<file path="config.mk">
export PLATFORM = sky130hd
export DESIGN_NAME = blackparrot_fpga_host_write_arbiter_flat
export DESIGN_NICKNAME = d
export VERILOG_FILES = /design/src/rtl/blackparrot_fpga_host_write_arbiter_if.sv /design/src/rtl/blackparrot_fpga_host_write_arbiter.sv /design/src/flat_wrapper.sv
export SDC_FILE = /design/constraint.sdc
export NUM_CORES = 1
export LEC_CHECK = 0
export CAP_MARGIN = 20
export CORE_MARGIN = 8
export CORE_UTILIZATION = 32
export DETAILED_ROUTE_END_ITERATION = 10
export PLACE_DENSITY_LB_ADDON = 0.3
export SYNTH_ARGS = -nofsm -noshare
export SYNTH_HDL_FRONTEND = slang
export SYNTH_SLANG_ARGS = --single-unit
</file>
<file path="constraint.sdc">
create_clock -name clk_i -period 1.4 [get_ports clk_i]
set_input_delay 0.28 -clock clk_i [delete_from_list [all_inputs] [get_ports clk_i]]
set_output_delay 0.28 -clock clk_i [all_outputs]
set_load 0.02 [all_outputs]
</file>
<file path="src/rtl/blackparrot_fpga_host_write_arbiter_if.sv">
// AXI-Lite write-channel bundle (AW, W, B) between the host write arbiter and a CSR slave.
interface blackparrot_fpga_host_write_arbiter_if #(
    parameter int ADDR_W = 64,
    parameter int DATA_W = 32
);
    logic [ADDR_W-1:0]   m_axil_awaddr;
    logic                m_axil_awvalid;
    logic                m_axil_awready;
    logic [2:0]          m_axil_awprot;
    logic [DATA_W-1:0]   m_axil_wdata;
    logic [DATA_W/8-1:0] m_axil_wstrb;
    logic                m_axil_wvalid;
    logic                m_axil_wready;
    logic                m_axil_bvalid;
    logic                m_axil_bready;
    logic [1:0]          m_axil_bresp;

    modport master (
        output m_axil_awaddr, m_axil_awvalid, m_axil_awprot,
        output m_axil_wdata, m_axil_wstrb, m_axil_wvalid, m_axil_bready,
        input  m_axil_awready, m_axil_wready, m_axil_bvalid, m_axil_bresp
    );

    modport slave (
        input  m_axil_awaddr, m_axil_awvalid, m_axil_awprot,
        input  m_axil_wdata, m_axil_wstrb, m_axil_wvalid, m_axil_bready,
        output m_axil_awready, m_axil_wready, m_axil_bvalid, m_axil_bresp
    );
endinterface

</file>
<file path="src/rtl/blackparrot_fpga_host_write_arbiter.sv">
// Round-robin arbiter sharing one AXI-Lite write port among FIFO requesters, one write in flight.
// Optional error reporting on non-OKAY responses: define BP_FPGA_HOST_WRITE_ARB_ERR_EN.
module blackparrot_fpga_host_write_arbiter #(
    parameter int M_AXIL_ADDR_WIDTH = 64,
    parameter int M_AXIL_DATA_WIDTH = 32,
    parameter int REQ_ELS_P = 2,
    parameter logic [REQ_ELS_P-1:0][M_AXIL_ADDR_WIDTH-1:0] req_addr_p = '0,
    localparam int ID_W = (REQ_ELS_P > 1) ? $clog2(REQ_ELS_P) : 1
) (
    input  logic                                   clk_i,
    input  logic                                   reset_i,
    input  logic [REQ_ELS_P-1:0]                   fifo_v_i,
    input  logic [REQ_ELS_P*M_AXIL_DATA_WIDTH-1:0] fifo_data_i,
    output logic [REQ_ELS_P-1:0]                   fifo_yumi_o,
    blackparrot_fpga_host_write_arbiter_if.master  m_axil,
`ifdef BP_FPGA_HOST_WRITE_ARB_ERR_EN
    output logic                                   err_v_o,
    output logic [ID_W-1:0]                        err_id_o,
`endif
    output logic                                   busy_o
);
    typedef enum logic [1:0] {e_ready, e_send, e_resp} state_e;

    state_e                       state_q, state_d;
    logic [ID_W-1:0]              ptr_q, ptr_d;
    logic [ID_W-1:0]              gnt_q, gnt_d;
    logic [M_AXIL_ADDR_WIDTH-1:0] addr_q, addr_d;
    logic [M_AXIL_DATA_WIDTH-1:0] data_q, data_d;
    logic                         awvalid_q, awvalid_d;
    logic                         wvalid_q, wvalid_d;
    logic                         bready_q, bready_d;

    logic                         gnt_found;
    logic [ID_W-1:0]              gnt_id;
    logic [ID_W-1:0]              cand;
    logic [M_AXIL_DATA_WIDTH-1:0] data_sel;
    logic [REQ_ELS_P-1:0]         yumi;

    // Rotating priority search starting at the pointer.
    always_comb begin
        gnt_found = 1'b0;
        gnt_id    = '0;
        cand      = '0;
        for (int unsigned k = 0; k < REQ_ELS_P; k++) begin
            cand = ID_W'((32'(ptr_q) + k) % REQ_ELS_P);
            if (!gnt_found && fifo_v_i[cand]) begin
                gnt_found = 1'b1;
                gnt_id    = cand;
            end
        end
        data_sel = '0;
        for (int unsigned i = 0; i < REQ_ELS_P; i++) begin
            if (ID_W'(i) == gnt_id) data_sel = fifo_data_i[i*M_AXIL_DATA_WIDTH +: M_AXIL_DATA_WIDTH];
        end
    end

    always_comb begin
        state_d   = state_q;
        ptr_d     = ptr_q;
        gnt_d     = gnt_q;
        addr_d    = addr_q;
        data_d    = data_q;
        awvalid_d = awvalid_q;
        wvalid_d  = wvalid_q;
        bready_d  = bready_q;
        yumi      = '0;
        case (state_q)
            e_ready: begin
                if (gnt_found) begin
                    yumi[gnt_id] = 1'b1;
                    gnt_d        = gnt_id;
                    addr_d       = req_addr_p[gnt_id];
                    data_d       = data_sel;
                    ptr_d        = (gnt_id == ID_W'(REQ_ELS_P - 1)) ? '0 : gnt_id + ID_W'(1);
                    awvalid_d    = 1'b1;
                    wvalid_d     = 1'b1;
                    state_d      = e_send;
                end
            end
            e_send: begin
                // A deasserted valid doubles as the channel's done flag.
                if (m_axil.m_axil_awready) awvalid_d = 1'b0;
                if (m_axil.m_axil_wready)  wvalid_d  = 1'b0;
                if (!awvalid_d && !wvalid_d) begin
                    bready_d = 1'b1;
                    state_d  = e_resp;
                end
            end
            e_resp: begin
                if (m_axil.m_axil_bvalid) begin
                    bready_d = 1'b0;
                    state_d  = e_ready;
                end
            end
            default: state_d = e_ready;
        endcase
    end

`ifdef BP_FPGA_HOST_WRITE_ARB_ERR_EN
    logic            err_v_q, err_v_d;
    logic [ID_W-1:0] err_id_q, err_id_d;

    always_comb begin
        err_v_d  = 1'b0;
        err_id_d = err_id_q;
        if (state_q == e_resp && m_axil.m_axil_bvalid && m_axil.m_axil_bresp != 2'b00) begin
            err_v_d  = 1'b1;
            err_id_d = gnt_q;
        end
    end

    always_ff @(posedge clk_i) begin
        if (reset_i) begin
            err_v_q  <= 1'b0;
            err_id_q <= '0;
        end else begin
            err_v_q  <= err_v_d;
            err_id_q <= err_id_d;
        end
    end

    assign err_v_o  = err_v_q;
    assign err_id_o = err_id_q;
`else
    logic unused_sink;
    assign unused_sink = ^{m_axil.m_axil_bresp, gnt_q};
`endif

    always_ff @(posedge clk_i) begin
        if (reset_i) begin
            state_q   <= e_ready;
            ptr_q     <= '0;
            gnt_q     <= '0;
            addr_q    <= '0;
            data_q    <= '0;
            awvalid_q <= 1'b0;
            wvalid_q  <= 1'b0;
            bready_q  <= 1'b0;
        end else begin
            state_q   <= state_d;
            ptr_q     <= ptr_d;
            gnt_q     <= gnt_d;
            addr_q    <= addr_d;
            data_q    <= data_d;
            awvalid_q <= awvalid_d;
            wvalid_q  <= wvalid_d;
            bready_q  <= bready_d;
        end
    end

    assign fifo_yumi_o           = yumi;
    assign busy_o                = (state_q != e_ready);
    assign m_axil.m_axil_awaddr  = addr_q;
    assign m_axil.m_axil_awvalid = awvalid_q;
    assign m_axil.m_axil_awprot  = 3'b000;
    assign m_axil.m_axil_wdata   = data_q;
    assign m_axil.m_axil_wstrb   = '1;
    assign m_axil.m_axil_wvalid  = wvalid_q;
    assign m_axil.m_axil_bready  = bready_q;
endmodule

</file>
<file path="src/flat_wrapper.sv">
// flat-port wrapper written by rule: the top's interface ports become plain ports
module blackparrot_fpga_host_write_arbiter_flat 
#(
    parameter int M_AXIL_ADDR_WIDTH = 64,
    parameter int M_AXIL_DATA_WIDTH = 32,
    parameter int REQ_ELS_P = 2,
    parameter logic [REQ_ELS_P-1:0][M_AXIL_ADDR_WIDTH-1:0] req_addr_p = '0,
    localparam int ID_W = (REQ_ELS_P > 1) ? $clog2(REQ_ELS_P) : 1
)
  (clk_i, reset_i, fifo_v_i, fifo_data_i, fifo_yumi_o, busy_o, m_axil_m_axil_awaddr, m_axil_m_axil_awvalid, m_axil_m_axil_awprot, m_axil_m_axil_wdata, m_axil_m_axil_wstrb, m_axil_m_axil_wvalid, m_axil_m_axil_bready, m_axil_m_axil_awready, m_axil_m_axil_wready, m_axil_m_axil_bvalid, m_axil_m_axil_bresp);
  blackparrot_fpga_host_write_arbiter_if #(.ADDR_W(64), .DATA_W(32)) m_axil_i ();
  input  logic clk_i;
  input  logic reset_i;
  input  logic [REQ_ELS_P-1:0] fifo_v_i;
  input  logic [REQ_ELS_P*M_AXIL_DATA_WIDTH-1:0] fifo_data_i;
  output logic [REQ_ELS_P-1:0] fifo_yumi_o;
  output logic busy_o;
  output wire logic [$bits(m_axil_i.m_axil_awaddr)-1:0] m_axil_m_axil_awaddr;
  output wire logic [$bits(m_axil_i.m_axil_awvalid)-1:0] m_axil_m_axil_awvalid;
  output wire logic [$bits(m_axil_i.m_axil_awprot)-1:0] m_axil_m_axil_awprot;
  output wire logic [$bits(m_axil_i.m_axil_wdata)-1:0] m_axil_m_axil_wdata;
  output wire logic [$bits(m_axil_i.m_axil_wstrb)-1:0] m_axil_m_axil_wstrb;
  output wire logic [$bits(m_axil_i.m_axil_wvalid)-1:0] m_axil_m_axil_wvalid;
  output wire logic [$bits(m_axil_i.m_axil_bready)-1:0] m_axil_m_axil_bready;
  input wire logic [$bits(m_axil_i.m_axil_awready)-1:0] m_axil_m_axil_awready;
  input wire logic [$bits(m_axil_i.m_axil_wready)-1:0] m_axil_m_axil_wready;
  input wire logic [$bits(m_axil_i.m_axil_bvalid)-1:0] m_axil_m_axil_bvalid;
  input wire logic [$bits(m_axil_i.m_axil_bresp)-1:0] m_axil_m_axil_bresp;
  assign m_axil_m_axil_awaddr = m_axil_i.m_axil_awaddr;
  assign m_axil_m_axil_awvalid = m_axil_i.m_axil_awvalid;
  assign m_axil_m_axil_awprot = m_axil_i.m_axil_awprot;
  assign m_axil_m_axil_wdata = m_axil_i.m_axil_wdata;
  assign m_axil_m_axil_wstrb = m_axil_i.m_axil_wstrb;
  assign m_axil_m_axil_wvalid = m_axil_i.m_axil_wvalid;
  assign m_axil_m_axil_bready = m_axil_i.m_axil_bready;
  assign m_axil_i.m_axil_awready = m_axil_m_axil_awready;
  assign m_axil_i.m_axil_wready = m_axil_m_axil_wready;
  assign m_axil_i.m_axil_bvalid = m_axil_m_axil_bvalid;
  assign m_axil_i.m_axil_bresp = m_axil_m_axil_bresp;
  blackparrot_fpga_host_write_arbiter #(.M_AXIL_ADDR_WIDTH(M_AXIL_ADDR_WIDTH), .M_AXIL_DATA_WIDTH(M_AXIL_DATA_WIDTH), .REQ_ELS_P(REQ_ELS_P), .req_addr_p(req_addr_p)) u_core (.clk_i(clk_i), .reset_i(reset_i), .fifo_v_i(fifo_v_i), .fifo_data_i(fifo_data_i), .fifo_yumi_o(fifo_yumi_o), .m_axil(m_axil_i), .busy_o(busy_o));
endmodule
</file>
==> results.py <==
metrics = {
    "status": {
        "status": "complete, but fails checks",
        "violations": "setup timing",
    },
    "routing": {
        "num_vias": 2432,
        "dr.pass1.iters": 4,
        "ant_nets": 0,
        "viasPerCell": 4.78,
        "drtIter0Drc": 91,
        "drt-wirelength-per-cell_um": 17.4,
        "drc_errors": 0,
        "routed_wl_mm": 8.84,
    },
    "place": {
        "gp_congestion": 0.705,
        "dp_hpwl_mm": 6.17,
        "dpl_cell_area_um2": 3530,
        "numPortBuffers": 108,
        "dpl.cell_count": 495,
    },
    "setup_path": {
        "critical_path.max_stage_delay_ps": 340,
        "crit_family": "flip-flops",
        "crit_chain": "nor2_4, buf_6, nand2_4, a21oi_4, buf_6",
        "crit_arrival_ps": 1190,
        "crit_end": "fifo_yumi_o[0]",
        "crit_type": "flip-flop to primary output",
        "crit_path_start_kind": "flip-flop",
        "worstSetupPathDepth": 5,
        "r2r-start": "u_core.state_q[1]",
        "critPathBufInv": 2,
        "r2r-end": "u_core.m_axil.m_axil_wdata[5]",
        "worstRegToRegCells": 6,
        "setup.worst_path.start": "u_core.state_q[1]",
        "worstPathRequired_ps": 1120,
        "crit_path_max_fanout": 3,
        "reg2reg_slack_ps": 70,
        "endpoint_kind": "primary output",
        "cpMostUsedCell": "buf_6",
        "cp_slowest_cell": "dfxtp_2",
    },
    "yosys": {
        "ys.warnings.count": 0,
        "synthTopCellsByArea": "dfxtp_1, buf_4, a311oi_2",
        "yosysTopAreaCell": "dfxtp_1",
        "synth-seq-cells": 38,
        "synth-main-ff-cell": "dfxtp_1",
        "syn_area_per_cell_um2": 8.57,
        "yosysSeqAreaShare_pct": 29.7,
        "syn_area_um2": 2560,
        "synth.top_cell.area_share_pct": 29.7,
        "synth_cell_types": 26,
        "netlist_instances": 299,
        "async_reset_ff_share_pct": 0,
        "synth_edf_count": 0,
    },
    "clock_tree": {
        "h-tree-depth": 2,
        "root_buffer": "clkbuf_8",
        "cts-hold-fix-buffers": 0,
        "cts_tree": "done",
        "clockBufferDepth": 2,
        "cts_buffers": 5,
        "clk_pin_slew_ps": 80,
        "worstSkewPairLatency_ps": 280,
        "clock_sink_count": 38,
    },
    "layout": {
        "fin_area_um2": 3790,
        "syn2layout_area_growth_pct": 47.7,
        "fin_cells": 509,
        "layout.nets": 480,
        "post-route-util_pct": 49.0,
        "layout-drive-gt1-share_pct": 19.4,
        "diodes": 0,
    },
    "sta": {
        "setup_ws_ps": -75.0,
        "final_max_slew_viol_count": 0,
        "setup_violations": 3,
        "final.setup.tns_ps": -192,
        "finClkSkew_ps": 2.80,
        "max_clock_freq_mhz": 678,
        "period_share_pct": 105,
        "rsz0062_at_grt": "yes",
        "hold_viol_final": 0,
        "fin_crit_ps": 1470,
    },
    "power": {
        "peakVddDrop_mv": 0.381,
        "power.leakage_nw": 1.59,
        "report.power.total_mw": 3.91,
        "power_density_nw_per_um2": 1030,
    },
    "global_routing": {
        "grt_start_max_net_pins": 33,
        "grt_pass1_vias": 2771,
        "grt_pass1_wl_mm": 14.1,
        "antenna_found_initial": 0,
        "gr-total-overflow": 0,
        "grt_use_total_pct": 15.4,
    },
    "floorplan": {
        "fp.dieW_um": 106,
        "die_area_um2": 11100,
        "core_area_um2": 7730,
        "rows": 32,
        "ios": 182,
        "die_y_um": 106,
        "start_util_pct": 33.2,
    },
    "min_path": {
        "hold_class": "input port to flip-flop",
    },
    "job": {
        "drv_cap": 0,
    },
}
## logic make-up (layout without fill, tap and decap cells)
| family | count (synthesis) | count (layout) | synth area share, % |
|---|---|---|---|
| compound gates | 105 | 105 | 32.6 |
| buf+inv | 105 | 144 | 27.3 |
| simple gates | 49 | 49 | 10.1 |
| flops | 38 | 38 | 29.7 |
| other cells | 2 | 71 | 0.293 |
## routing by layer
metal  vias to the layer above  part of all wire [%]  global-route usage, %
li1                       1154                     -                      -
met1                      1149                    45                   19.2
met2                       125                    48                   26.1
met3                         4                   6.4                   3.29
met4                         0                  0.60                   4.42
met5                         -                     0                      0
## area by class of cell
type	count	area, um2
repair buffers	133	1380
well taps	102	128
clock buffers	5	68.8
inverters	4	17.5
flip-flops and latches	38	763
multi-input cells	225	1420
fillers	766	3940
clock inverters	2	10.0
## synth_stat cells, types with 2 or more instances
cell type   n
nand2_1     3
inv_1       4
nand2b_1    3
buf_4      71
dfxtp_1    38
a311oi_1    2
nand3b_1    2
o21ai_1     3
nor3_1      2
nand3_1    32
a21oi_1    38
buf_6       5
a311oi_2   30
conb_1      2
o21ai_0    30
clkbuf_1   24
## repair_timing
item,4_1_cts,5_1_grt
buffers inserted,3,1
gates resized for setup,70,15
endpoints found under the setup margin,72,33
cloned,2,1
pin swaps,3,1
## metrics by stage
stage	setup WS [ps]	hold slack (ps)
global route	-145	285
global placement	-701	457
finish	-75.0	296
floorplan	-25.0	454
CTS	-104	280
detailed placement	-699	472
## worst min-delay path by stage
stage	startpoint	endpoint	slack, ps	cells past startpoint
3_5_place_dp	u_core.m_axil.m_axil_bready	u_core.m_axil.m_axil_bready	470	2
4_1_cts	reset_i	u_core.m_axil.m_axil_awvalid	280	2
2_1_floorplan	fifo_data_i[38]	u_core.m_axil.m_axil_wdata[6]	450	2
5_1_grt	reset_i	u_core.m_axil.m_axil_awvalid	290	2
6_report	reset_i	u_core.m_axil.m_axil_awvalid	300	2
3_3_place_gp	u_core.m_axil.m_axil_bready	u_core.m_axil.m_axil_bready	460	2
## report_power, final
part           switching [mW]  internal, mW
clock                   0.395         0.335
combinational            1.05         0.811
sequential             0.0788          1.24
total                    1.52          2.39
## registers in the layout (all words and copies together), names as in the netlist
signal and cells:
u_core.m_axil.m_axil_awvalid 1, u_core.m_axil.m_axil_bready 1, u_core.m_axil.m_axil_wdata 32, u_core.m_axil.m_axil_wvalid 1
u_core.ptr_q 1, u_core.state_q 2
## cells in the final DEF, fill, tap and decap left out, types with 12 or more instances in the layout
cell type and n:
dfxtp_1 36, a21oi_1 37, nand3_1 32, a311oi_2 32
buf_4 12, dlygate4sd2_1 36, o21ai_0 30, clkdlybuf4s50_1 67
conb_1 71
Note: power is estimated with default switching activity, not from simulation.
